==> src/rtl/uart_tx_arbiter_if.sv <==
// -----------------------------------------------------------------------------
// uart_tx_arbiter_if
//
// Bundles the requester handshake and the transmitter control signals of the
// shared UART TX arbiter.
//
// Parameters:
//   NUM_REQ   number of requesters
//   ID_W      width of the grant index, clog2(NUM_REQ)
//
// Signals:
//   req_valid  [NUM_REQ]    per-requester byte available, held until accepted
//   req_data   [8*NUM_REQ]  requester i's byte on bits [8i+7:8i]
//   req_ready  [NUM_REQ]    one-hot, one-cycle accept pulse
//   tx_busy                 transmitter is shifting a frame
//   tx_done                 one-cycle pulse at the end of a stop bit
//   tx_start                one-cycle pulse, transmitter loads tx_data
//   tx_data    [8]          byte presented to the transmitter
//   grant_id   [ID_W]       current or last granted requester
//   active                  arbiter is not idle
//
// Modports:
//   master  the arbiter side
//   slave   the requester/transmitter side
// -----------------------------------------------------------------------------
interface uart_tx_arbiter_if #(
    parameter int NUM_REQ = 4,
    parameter int ID_W    = 2
);
    logic [NUM_REQ-1:0]   req_valid;
    logic [8*NUM_REQ-1:0] req_data;
    logic [NUM_REQ-1:0]   req_ready;
    logic                 tx_busy;
    logic                 tx_done;
    logic                 tx_start;
    logic [7:0]           tx_data;
    logic [ID_W-1:0]      grant_id;
    logic                 active;

    modport master (
        input  req_valid, req_data, tx_busy, tx_done,
        output req_ready, tx_start, tx_data, grant_id, active
    );

    modport slave (
        output req_valid, req_data, tx_busy, tx_done,
        input  req_ready, tx_start, tx_data, grant_id, active
    );
endinterface

==> src/rtl/uart_tx_arbiter.sv <==
// -----------------------------------------------------------------------------
// uart_tx_arbiter
//
// Round-robin scheduler sharing one UART transmitter between NUM_REQ byte
// producers. A winner is picked in IDLE starting at the round-robin pointer,
// its byte is accepted with a one-cycle req_ready pulse, handed to the
// transmitter with a one-cycle tx_start pulse, and the arbiter waits for
// tx_done before arbitrating again.
//
// Ports:
//   clk   system clock, rising edge
//   rst   synchronous, active-high reset
//   bus   uart_tx_arbiter_if.master (handshake and transmitter signals)
//
// Configuration macro:
//   UART_ARB_TAG_EN  when defined, every granted byte is preceded by a tag
//                    frame 8'hA0 | grant_id (two tx_start pulses per grant).
//
// All outputs are registered; tx_start is raised on the edge that enters a
// SEND state when the transmitter is already free, so the pulse coincides
// with the first SEND cycle.
// -----------------------------------------------------------------------------
module uart_tx_arbiter #(
    parameter int NUM_REQ = 4,
    parameter int ID_W    = 2
) (
    input  logic              clk,
    input  logic              rst,
    uart_tx_arbiter_if.master bus
);

    localparam logic [ID_W:0]        NUM_REQ_W = (ID_W+1)'(NUM_REQ);
    localparam logic [NUM_REQ-1:0]   ONE_HOT0  = NUM_REQ'(1);
    localparam logic [7:0]           TAG_BASE  = 8'hA0;

    typedef enum logic [2:0] {
        IDLE,
        GRANT,
`ifdef UART_ARB_TAG_EN
        SEND_TAG,
        WAIT_TAG,
`endif
        SEND_DATA,
        WAIT_DATA
    } state_t;

    state_t          state;
    logic [ID_W-1:0] ptr;
    logic [ID_W-1:0] win_q;
    logic [7:0]      data_q;

    logic            rr_found;
    logic [ID_W-1:0] rr_win;
    logic [ID_W:0]   cand;
    logic [ID_W:0]   win_inc;
    logic [ID_W-1:0] ptr_next;
    logic [7:0]      win_byte;

    // Round-robin search: first valid requester at ptr, ptr+1, ... (mod NUM_REQ).
    // The extra bit on cand keeps the wrap correct for non-power-of-two counts,
    // so indices >= NUM_REQ are never produced.
    // NOTE: every variable gets a default before the loop, so no path leaves a
    // value unassigned and no latch is inferred.
    always_comb begin
        rr_found = 1'b0;
        rr_win   = '0;
        cand     = '0;
        for (int k = 0; k < NUM_REQ; k++) begin
            cand = {1'b0, ptr} + (ID_W+1)'(k);
            if (cand >= NUM_REQ_W) begin
                cand = cand - NUM_REQ_W;
            end
            if (!rr_found && bus.req_valid[cand[ID_W-1:0]]) begin
                rr_found = 1'b1;
                rr_win   = cand[ID_W-1:0];
            end
        end
    end

    assign win_inc  = {1'b0, win_q} + (ID_W+1)'(1);
    assign ptr_next = (win_inc == NUM_REQ_W) ? '0 : win_inc[ID_W-1:0];
    assign win_byte = bus.req_data[{win_q, 3'b000} +: 8];

    // NOTE: state and outputs are sequential, so they use non-blocking
    // assignments; reads of bus.tx_start below see the value from the
    // previous cycle.
    always_ff @(posedge clk) begin
        if (rst) begin
            state         <= IDLE;
            ptr           <= '0;
            win_q         <= '0;
            data_q        <= 8'h00;
            bus.req_ready <= '0;
            bus.tx_start  <= 1'b0;
            bus.tx_data   <= 8'h00;
            bus.grant_id  <= '0;
            bus.active    <= 1'b0;
        end else begin
            // Both pulses last exactly one cycle unless re-raised below.
            bus.req_ready <= '0;
            bus.tx_start  <= 1'b0;

            case (state)
                IDLE: begin
                    if (rr_found) begin
                        win_q         <= rr_win;
                        bus.req_ready <= ONE_HOT0 << rr_win;
                        bus.active    <= 1'b1;
                        state         <= GRANT;
                    end
                end

                GRANT: begin
                    // The requester holds its byte through the ready cycle,
                    // so it is captured here; later valid drops are harmless.
                    data_q       <= win_byte;
                    bus.grant_id <= win_q;
                    ptr          <= ptr_next;
`ifdef UART_ARB_TAG_EN
                    state <= SEND_TAG;
                    if (!bus.tx_busy) begin
                        bus.tx_start <= 1'b1;
                        bus.tx_data  <= TAG_BASE | 8'(win_q);
                    end
`else
                    state <= SEND_DATA;
                    if (!bus.tx_busy) begin
                        bus.tx_start <= 1'b1;
                        bus.tx_data  <= win_byte;
                    end
`endif
                end

`ifdef UART_ARB_TAG_EN
                SEND_TAG: begin
                    if (bus.tx_start) begin
                        state <= WAIT_TAG;
                    end else if (!bus.tx_busy) begin
                        bus.tx_start <= 1'b1;
                        bus.tx_data  <= TAG_BASE | 8'(win_q);
                    end
                end

                WAIT_TAG: begin
                    if (bus.tx_done) begin
                        state <= SEND_DATA;
                        if (!bus.tx_busy) begin
                            bus.tx_start <= 1'b1;
                            bus.tx_data  <= data_q;
                        end
                    end
                end
`endif

                SEND_DATA: begin
                    if (bus.tx_start) begin
                        state <= WAIT_DATA;
                    end else if (!bus.tx_busy) begin
                        bus.tx_start <= 1'b1;
                        bus.tx_data  <= data_q;
                    end
                end

                WAIT_DATA: begin
                    if (bus.tx_done) begin
                        state      <= IDLE;
                        bus.active <= 1'b0;
                    end
                end

                default: begin
                    state      <= IDLE;
                    bus.active <= 1'b0;
                end
            endcase
        end
    end

endmodule

==> src/flat_wrapper.sv <==
// flat-port wrapper written by rule: the top's interface ports become plain ports
module uart_tx_arbiter_flat 
#(
    parameter int NUM_REQ = 4,
    parameter int ID_W    = 2
)
  (clk, rst, bus_req_valid, bus_req_data, bus_tx_busy, bus_tx_done, bus_req_ready, bus_tx_start, bus_tx_data, bus_grant_id, bus_active);
  uart_tx_arbiter_if #(.NUM_REQ(NUM_REQ), .ID_W(ID_W)) bus_i ();
  input  logic clk;
  input  logic rst;
  input wire logic [$bits(bus_i.req_valid)-1:0] bus_req_valid;
  input wire logic [$bits(bus_i.req_data)-1:0] bus_req_data;
  input wire logic [$bits(bus_i.tx_busy)-1:0] bus_tx_busy;
  input wire logic [$bits(bus_i.tx_done)-1:0] bus_tx_done;
  output wire logic [$bits(bus_i.req_ready)-1:0] bus_req_ready;
  output wire logic [$bits(bus_i.tx_start)-1:0] bus_tx_start;
  output wire logic [$bits(bus_i.tx_data)-1:0] bus_tx_data;
  output wire logic [$bits(bus_i.grant_id)-1:0] bus_grant_id;
  output wire logic [$bits(bus_i.active)-1:0] bus_active;
  assign bus_i.req_valid = bus_req_valid;
  assign bus_i.req_data = bus_req_data;
  assign bus_i.tx_busy = bus_tx_busy;
  assign bus_i.tx_done = bus_tx_done;
  assign bus_req_ready = bus_i.req_ready;
  assign bus_tx_start = bus_i.tx_start;
  assign bus_tx_data = bus_i.tx_data;
  assign bus_grant_id = bus_i.grant_id;
  assign bus_active = bus_i.active;
  uart_tx_arbiter #(.NUM_REQ(NUM_REQ), .ID_W(ID_W)) u_core (.clk(clk), .rst(rst), .bus(bus_i));
endmodule
==> config.mk <==
export PLATFORM = sky130hd
export DESIGN_NAME = uart_tx_arbiter_flat
export DESIGN_NICKNAME = d
export VERILOG_FILES = /design/src/rtl/uart_tx_arbiter_if.sv /design/src/rtl/uart_tx_arbiter.sv /design/src/flat_wrapper.sv
export SDC_FILE = /design/constraint.sdc
export NUM_CORES = 1
export LEC_CHECK = 0
export ABC_AREA = 1
export CAP_MARGIN = 20
export CORE_MARGIN = 3
export CORE_UTILIZATION = 46
export DETAILED_ROUTE_END_ITERATION = 8
export GPL_ROUTABILITY_DRIVEN = 0
export PLACE_DENSITY = 0.89
export SLEW_MARGIN = 5
export SYNTH_ARGS = -nofsm -noshare
export SYNTH_HDL_FRONTEND = slang
export SYNTH_SLANG_ARGS = --single-unit
==> constraint.sdc <==
create_clock -name clk -period 1.7 [get_ports clk]
set_input_delay 0.17 -clock clk [delete_from_list [all_inputs] [get_ports clk]]
set_output_delay 0.17 -clock clk [all_outputs]
set_load 0.01 [all_outputs]
**Word level (Yosys, flattened, before mapping)**

Cells that the tools add are included.

- Flip-flop bits (word level): 31
- Output and inout port bits: 16
- Logic and storage cells: 89

- Add/subtract/negate cells: 8
- Order comparisons: 8
- Equality and inequality tests: 10
- Shifts and indexed selects: 2
- Mux-type cells: 35
- Bitwise operators: 3
- Reductions and logical operators: 14

Operators by type and width:

| kind | count |
|---|---|
| $shiftx 32x6->8 | 1 |
| $mux 8 | 3 |
| $mux 2 | 9 |
| $pmux 8 s2 | 1 |
| $lt 2x3->1 const B | 4 |
| $mux 1 | 12 |
| $pmux 3 s4 | 1 |
| $ge 3x3->1 const B | 3 |
| $mux 3 | 3 |
| $bmux 1 s2 | 4 |
| $ne 2x2->1 const B | 4 |
| $sub 2x1->2 const B | 4 |
| $add 2x1->3 const B | 2 |
| $add 2x2->3 const B | 2 |
| $eq 3x2->1 const B | 2 |
| $reduce_and 3->1 | 2 |
| $ne 2x1->1 const B | 2 |
| $reduce_and 4->1 | 1 |
| $shl 1x2->4 const A | 1 |
| $eq 3x1->1 const B | 1 |
| $eq 3x3->1 const B | 1 |
| $ge 2x3->1 const B | 1 |
| $logic_and 1x1->1 | 3 |
| $logic_not 1->1 | 3 |
| other kinds (8) | 10 |

**Depth between registers and ports, before layout**

Gate-level depths: netlist of the first run.

- Depth in word-level cells: 16
- Depth in mapped cells: 12

**Worst setup path after synthesis of the first run**

Ideal clock, no wire load.

- Path type: register -> register
- Start point: register u_core.state[0]
- End point: register u_core.bus.tx_data[6]
- Setup time: 74 ps
- Arrival time: 1,380 ps
- Path slack: 246 ps
- Stages on the path, launching flop included: 8
- Path buffers: 1
- Clock period less this slack: 1,454 ps
- Path through: dfxtp_1 > inv_1 > ha_1 > a21oi_1 > a211oi_2 > buf_2 > o21ai_0 > a31oi_1

- Longest elaborated chain between the ends: 3

RTL lines:

| element | line | source |
|---|---|---|
| start: declaration | uart_tx_arbiter.sv:47 | `state_t state;` |
| start signal: assignment | uart_tx_arbiter.sv:89 | `state <= IDLE;` |
| start signal: assignment | uart_tx_arbiter.sv:109 | `state <= GRANT;` |
| start signal: assignment | uart_tx_arbiter.sv:126 | `state <= SEND_DATA;` |
| $eq 3x2->1 or $eq 3x1->1 (tied branches) | uart_tx_arbiter.sv:103 | `case (state)` |
| $ne 2x2->1 (no line) or $reduce_bool 2->1 (tied branches) | -- |  |
| $reduce_and 4->1 (no line) | -- |  |
| end signal: assignment | uart_tx_arbiter.sv:129 | `bus.tx_data <= win_byte;` |
| end signal: assignment | uart_tx_arbiter.sv:160 | `bus.tx_data <= data_q;` |
| end: declaration | uart_tx_arbiter_if.sv:42 | `output req_ready, tx_start, tx_data, grant_id, active` |

Several ways; a longest one is shown, not always the timed one.
A chain may end at the register's enable or synchronous reset.

**Worst setup path in the final report of the first run**

- Start point: register u_core.state[0]
- End point: register u_core.bus.tx_data[1]

The elaborated chain is that of the path after synthesis.

==> results of run 1 <==
==> kinds of logic after synthesis <==
family | count (synthesis) | share of synthesized area
buffers and inverters | 30 | 0.0769
AOI/OAI and AO/OA | 48 | 0.155
DFF | 30 | 0.355
adders and majority gates | 5 | 0.0370
and+or+nand+nor | 141 | 0.376
==> stage by stage <==
stage                     instances  cell area (um^2)  worst slack (ns)  power [uW]
final                           358              2390             0.145        3680
after global routing            358              2390            0.0274        3990
after CTS                       358              2380             0.145        3680
after detailed placement        350              2290            0.0296        3040
after global placement          350              2290             0.105        2980
after floorplan                 254              1690             0.246        2410
==> state kept, by name, summed over array words and instances, names as in the netlist <==
signal,cells
u_core.bus.tx_data,8
u_core.ptr,2
u_core.state,2
u_core.bus.tx_start,1
u_core.win_q,2
u_core.bus.active,1
u_core.data_q,8
u_core.bus.req_ready,4
u_core.bus.grant_id,2
==> synthesized netlist by cell type (all sizes together) <==
| master | n | area [um^2] |
|---|---|---|
| nand2 | 89 | 349 |
| clkbuf | 5 | 18.8 |
| inv | 17 | 68.8 |
| nand3 | 35 | 190 |
| nor3 | 1 | 10.0 |
| a31oi | 9 | 56.3 |
| nor4 | 1 | 6.26 |
| a21oi | 16 | 80.1 |
| a211oi | 1 | 12.5 |
| dfxtp | 30 | 601 |
| o21ai | 21 | 105 |
| nor2 | 12 | 55.1 |
| nand3b | 1 | 7.51 |
| o21bai | 1 | 7.51 |
| clkinv | 2 | 7.51 |
| nand4 | 1 | 12.5 |
| or2 | 1 | 6.26 |
| buf | 6 | 35.0 |
| ha | 5 | 62.6 |
==> power by group through the flow <==
| stage | sequential, uW | clock (uW) | combinational [uW] |
|---|---|---|---|
| floorplan | 1140 | 0 | 1270 |
| global placement | 1120 | 0 | 1850 |
| detailed placement | 1130 | 0 | 1910 |
| CTS | 1120 | 606 | 1950 |
| global route | 1160 | 634 | 2200 |
| finish | 1130 | 599 | 1950 |
==> final cells by class <==
class / instances / area [um^2]
clock inverters: 1 / 5.00
inverters: 19 / 76.3
repair buffers: 61 / 596
clock buffers: 7 / 86.3
fillers: 309 / 1050
well taps: 46 / 57.6
multi-input cells: 194 / 961
flip-flops and latches: 30 / 606
==> final timing paths <==
kind	startpoint	to	slack (ns)	depth (start not counted)
max reg2reg	u_core.state[0]	u_core.bus.tx_data[1]	0.14	7
min	u_core.data_q[7]	u_core.bus.tx_data[7]	0.47	2
min reg2reg	u_core.data_q[7]	u_core.bus.tx_data[7]	0.47	2
max	u_core.state[0]	u_core.bus.tx_data[1]	0.14	7
==> cells in the final DEF, fill, tap and decap left out, drive strengths merged, types with 3 or more instances in the layout <==
cell type | synthesis | final
inv | 17 | 17
clkbuf | 5 | 7
clkinv | 2 | 3
clkdlybuf4s50 | 0 | 55
buf | 6 | 6
a21oi | 16 | 16
nand3 | 35 | 35
nor2 | 12 | 12
nand2 | 89 | 89
ha | 5 | 5
a31oi | 9 | 9
o21ai | 21 | 21
dfxtp | 30 | 30
==> what timing repair did <==
| action | 4_1_cts | 5_1_grt |
|---|---|---|
| buffers inserted | 0 | 0 |
| pin swaps | 0 | 0 |
| setup endpoints to repair | 3 | 1 |
| gates resized for setup | 1 | 2 |
==> per-layer routing <==
metal,GRT usage,part of all wire,vias to the layer above
met1,0.264,0.41,834
met2,0.385,0.48,86
li1,-,-,951
met3,0.0809,0.086,12
met5,0,0,-
met4,0.0838,0.018,0
==> worst register-to-register path, delay by kind of cell (launching register included) <==
kind            cells  cell delay, ns
compound gates      4            0.55
fa+ha+maj           1            0.24
buf+inv             2            0.27
flops               1            0.39
==> impl_summary.txt, run 1 <==
----------------------------------------------------
[Place]
  Detailed Place HPWL ... 3190 um
  Port bufs ... 55

[Final layout]
  Signed area change from the synthesized netlist to the final layout ... 41.1%
  Fraction of final layout cells with drive strength greater than 1 ... 0.106
  Antenna cell count ... 0
  Post-layout nets ... 356
  Final core utilization ... 0.694

[Worst hold path]
  Worst min path class ... flip-flop to flip-flop

[Timing]
  Final worst hold slack ... 0.468 ns
  Number of slew-limit violations in the final report ... 0
  Setup repair after global routing missed its margin ... false
  Period Utilization, post-route ... 0.915
  Achievable clock frequency ... around 640 MHz
  Total negative slack ... 0 ns
  Hold Vio Cnt, Final ... 0
  Slew Limit Headroom ... 0.678
  Final setup vio count ... 0
  Transition at the pin with the smallest max-transition slack ... roughly 0.48 ns
  Worst clock skew ... roughly 0.0050 ns
  Clock period minus final worst setup slack ... between 1.5 and 2 ns

[Global route]
  Overall track demand over capacity in global routing ... 0.229
  Vias in the first global route ... between 1500 and 2000
  Grt ovf ... 0
  Wire length of the first global-routing pass ... 7650 um
  Maximum number of pins on one net before global-route repair ... 23
  Antenna violations before repair ... 0

[Detailed routing]
  Avg Vias per Cell ... 5.26
  Via Count ... 1883
  Detail-routed net length per standard cell ... 12.7 um
  Post-route ant nets ... 0
  Total DRC errors in the routed layout ... 0
  Detailed-routing iteration count for the pre-antenna-repair pass ... 4
  Iteration-0 DRC Markers ... 148
  WL final ... around 4500 um

[Worst setup path]
  Startpoint type of the worst setup path ... flip-flop
  Crit path cell chain ... inv_1 -> ha_1 -> a21oi_1 -> a211oi_2 -> buf_4 -> o21ai_0 -> a31oi_1
  Highest fanout seen on the critical path ... 16
  Arrival time of the worst setup path ... ~1.7 ns
  Kind of cell adding the most delay to the critical path ... compound AO/OA/AOI/OAI gates
  Required time worst endpoint ... 1.87 ns
  Capturing element type of the critical path ... flip-flop
  Cell at the slowest stage of the critical path ... dfxtp_1
  Start-to-end type of the worst setup path ... flip-flop to flip-flop
  Worst path max stage delay ... 0.39 ns
  Sum of buffers and inverters on the critical path ... 2

[Floorplan]
  Starting density of the core ... 0.491
  Total number of placement rows ... 21
  Total I/O pin count ... 56
  Die area ... 4440 um^2
  CORE AREA ... around 3400 um^2
  Die H ... 66.6 um
  Floorplan die width ... 66.6 um

[Pwr]
  Switching fraction of total power ... 0.431
  Leakage power figure ... 0.00106 uW
  Fraction of power consumed by combinational cells ... 0.530
  Int Pwr ... 2100 uW
  Maximum resistive drop on vdd ... 597 uV
  Switching power total ... about 1600 uW
  Seq pwr share ... 0.307
  Power density cells ... 1540 nW/um^2
  Clock group share of total power ... 0.163

[Synth]
  Post-synthesis instance total ... 254
  Flip-flop and latch count after synthesis ... 30
  Average instance area after synthesis ... 6.66 um^2
  Share of the yosys chip area belonging to registers ... 0.355
  Yosys cell types ... 28
  Count of warnings emitted by yosys ... 0
  Syn Std Cell Area ... roughly 1700 um^2
  Total nets after synthesis ... 299

[Clocking]
  Hold-fix buffers at CTS ... 0
  Worst skew pair latency ... a little under 0.3 ns
  Num CTS Buffers ... 5
  Buffers from clock root to sink, at most ... 2
  Total number of H-tree levels ... 2
  Clock tree root buffer cell ... clkbuf_8
  Number of clock sinks seen by CTS ... 30
  Clock edge transition at the registers on the reported setup and hold paths ... ~0.06 ns
  CTS tree ... built

[Run]
  Max capacitance violation total ... 0

[Outcome]
  Outcome ... finished clean

----------------------------------------------------
Power figures use the tool's default switching activity.
==> run 2: changes to the inputs <==
Settings changed: CTS_CLUSTER_SIZE from default to 14.
==> results of run 2 <==
The final DEF is identical to that of run 1; final timing and power are the same.
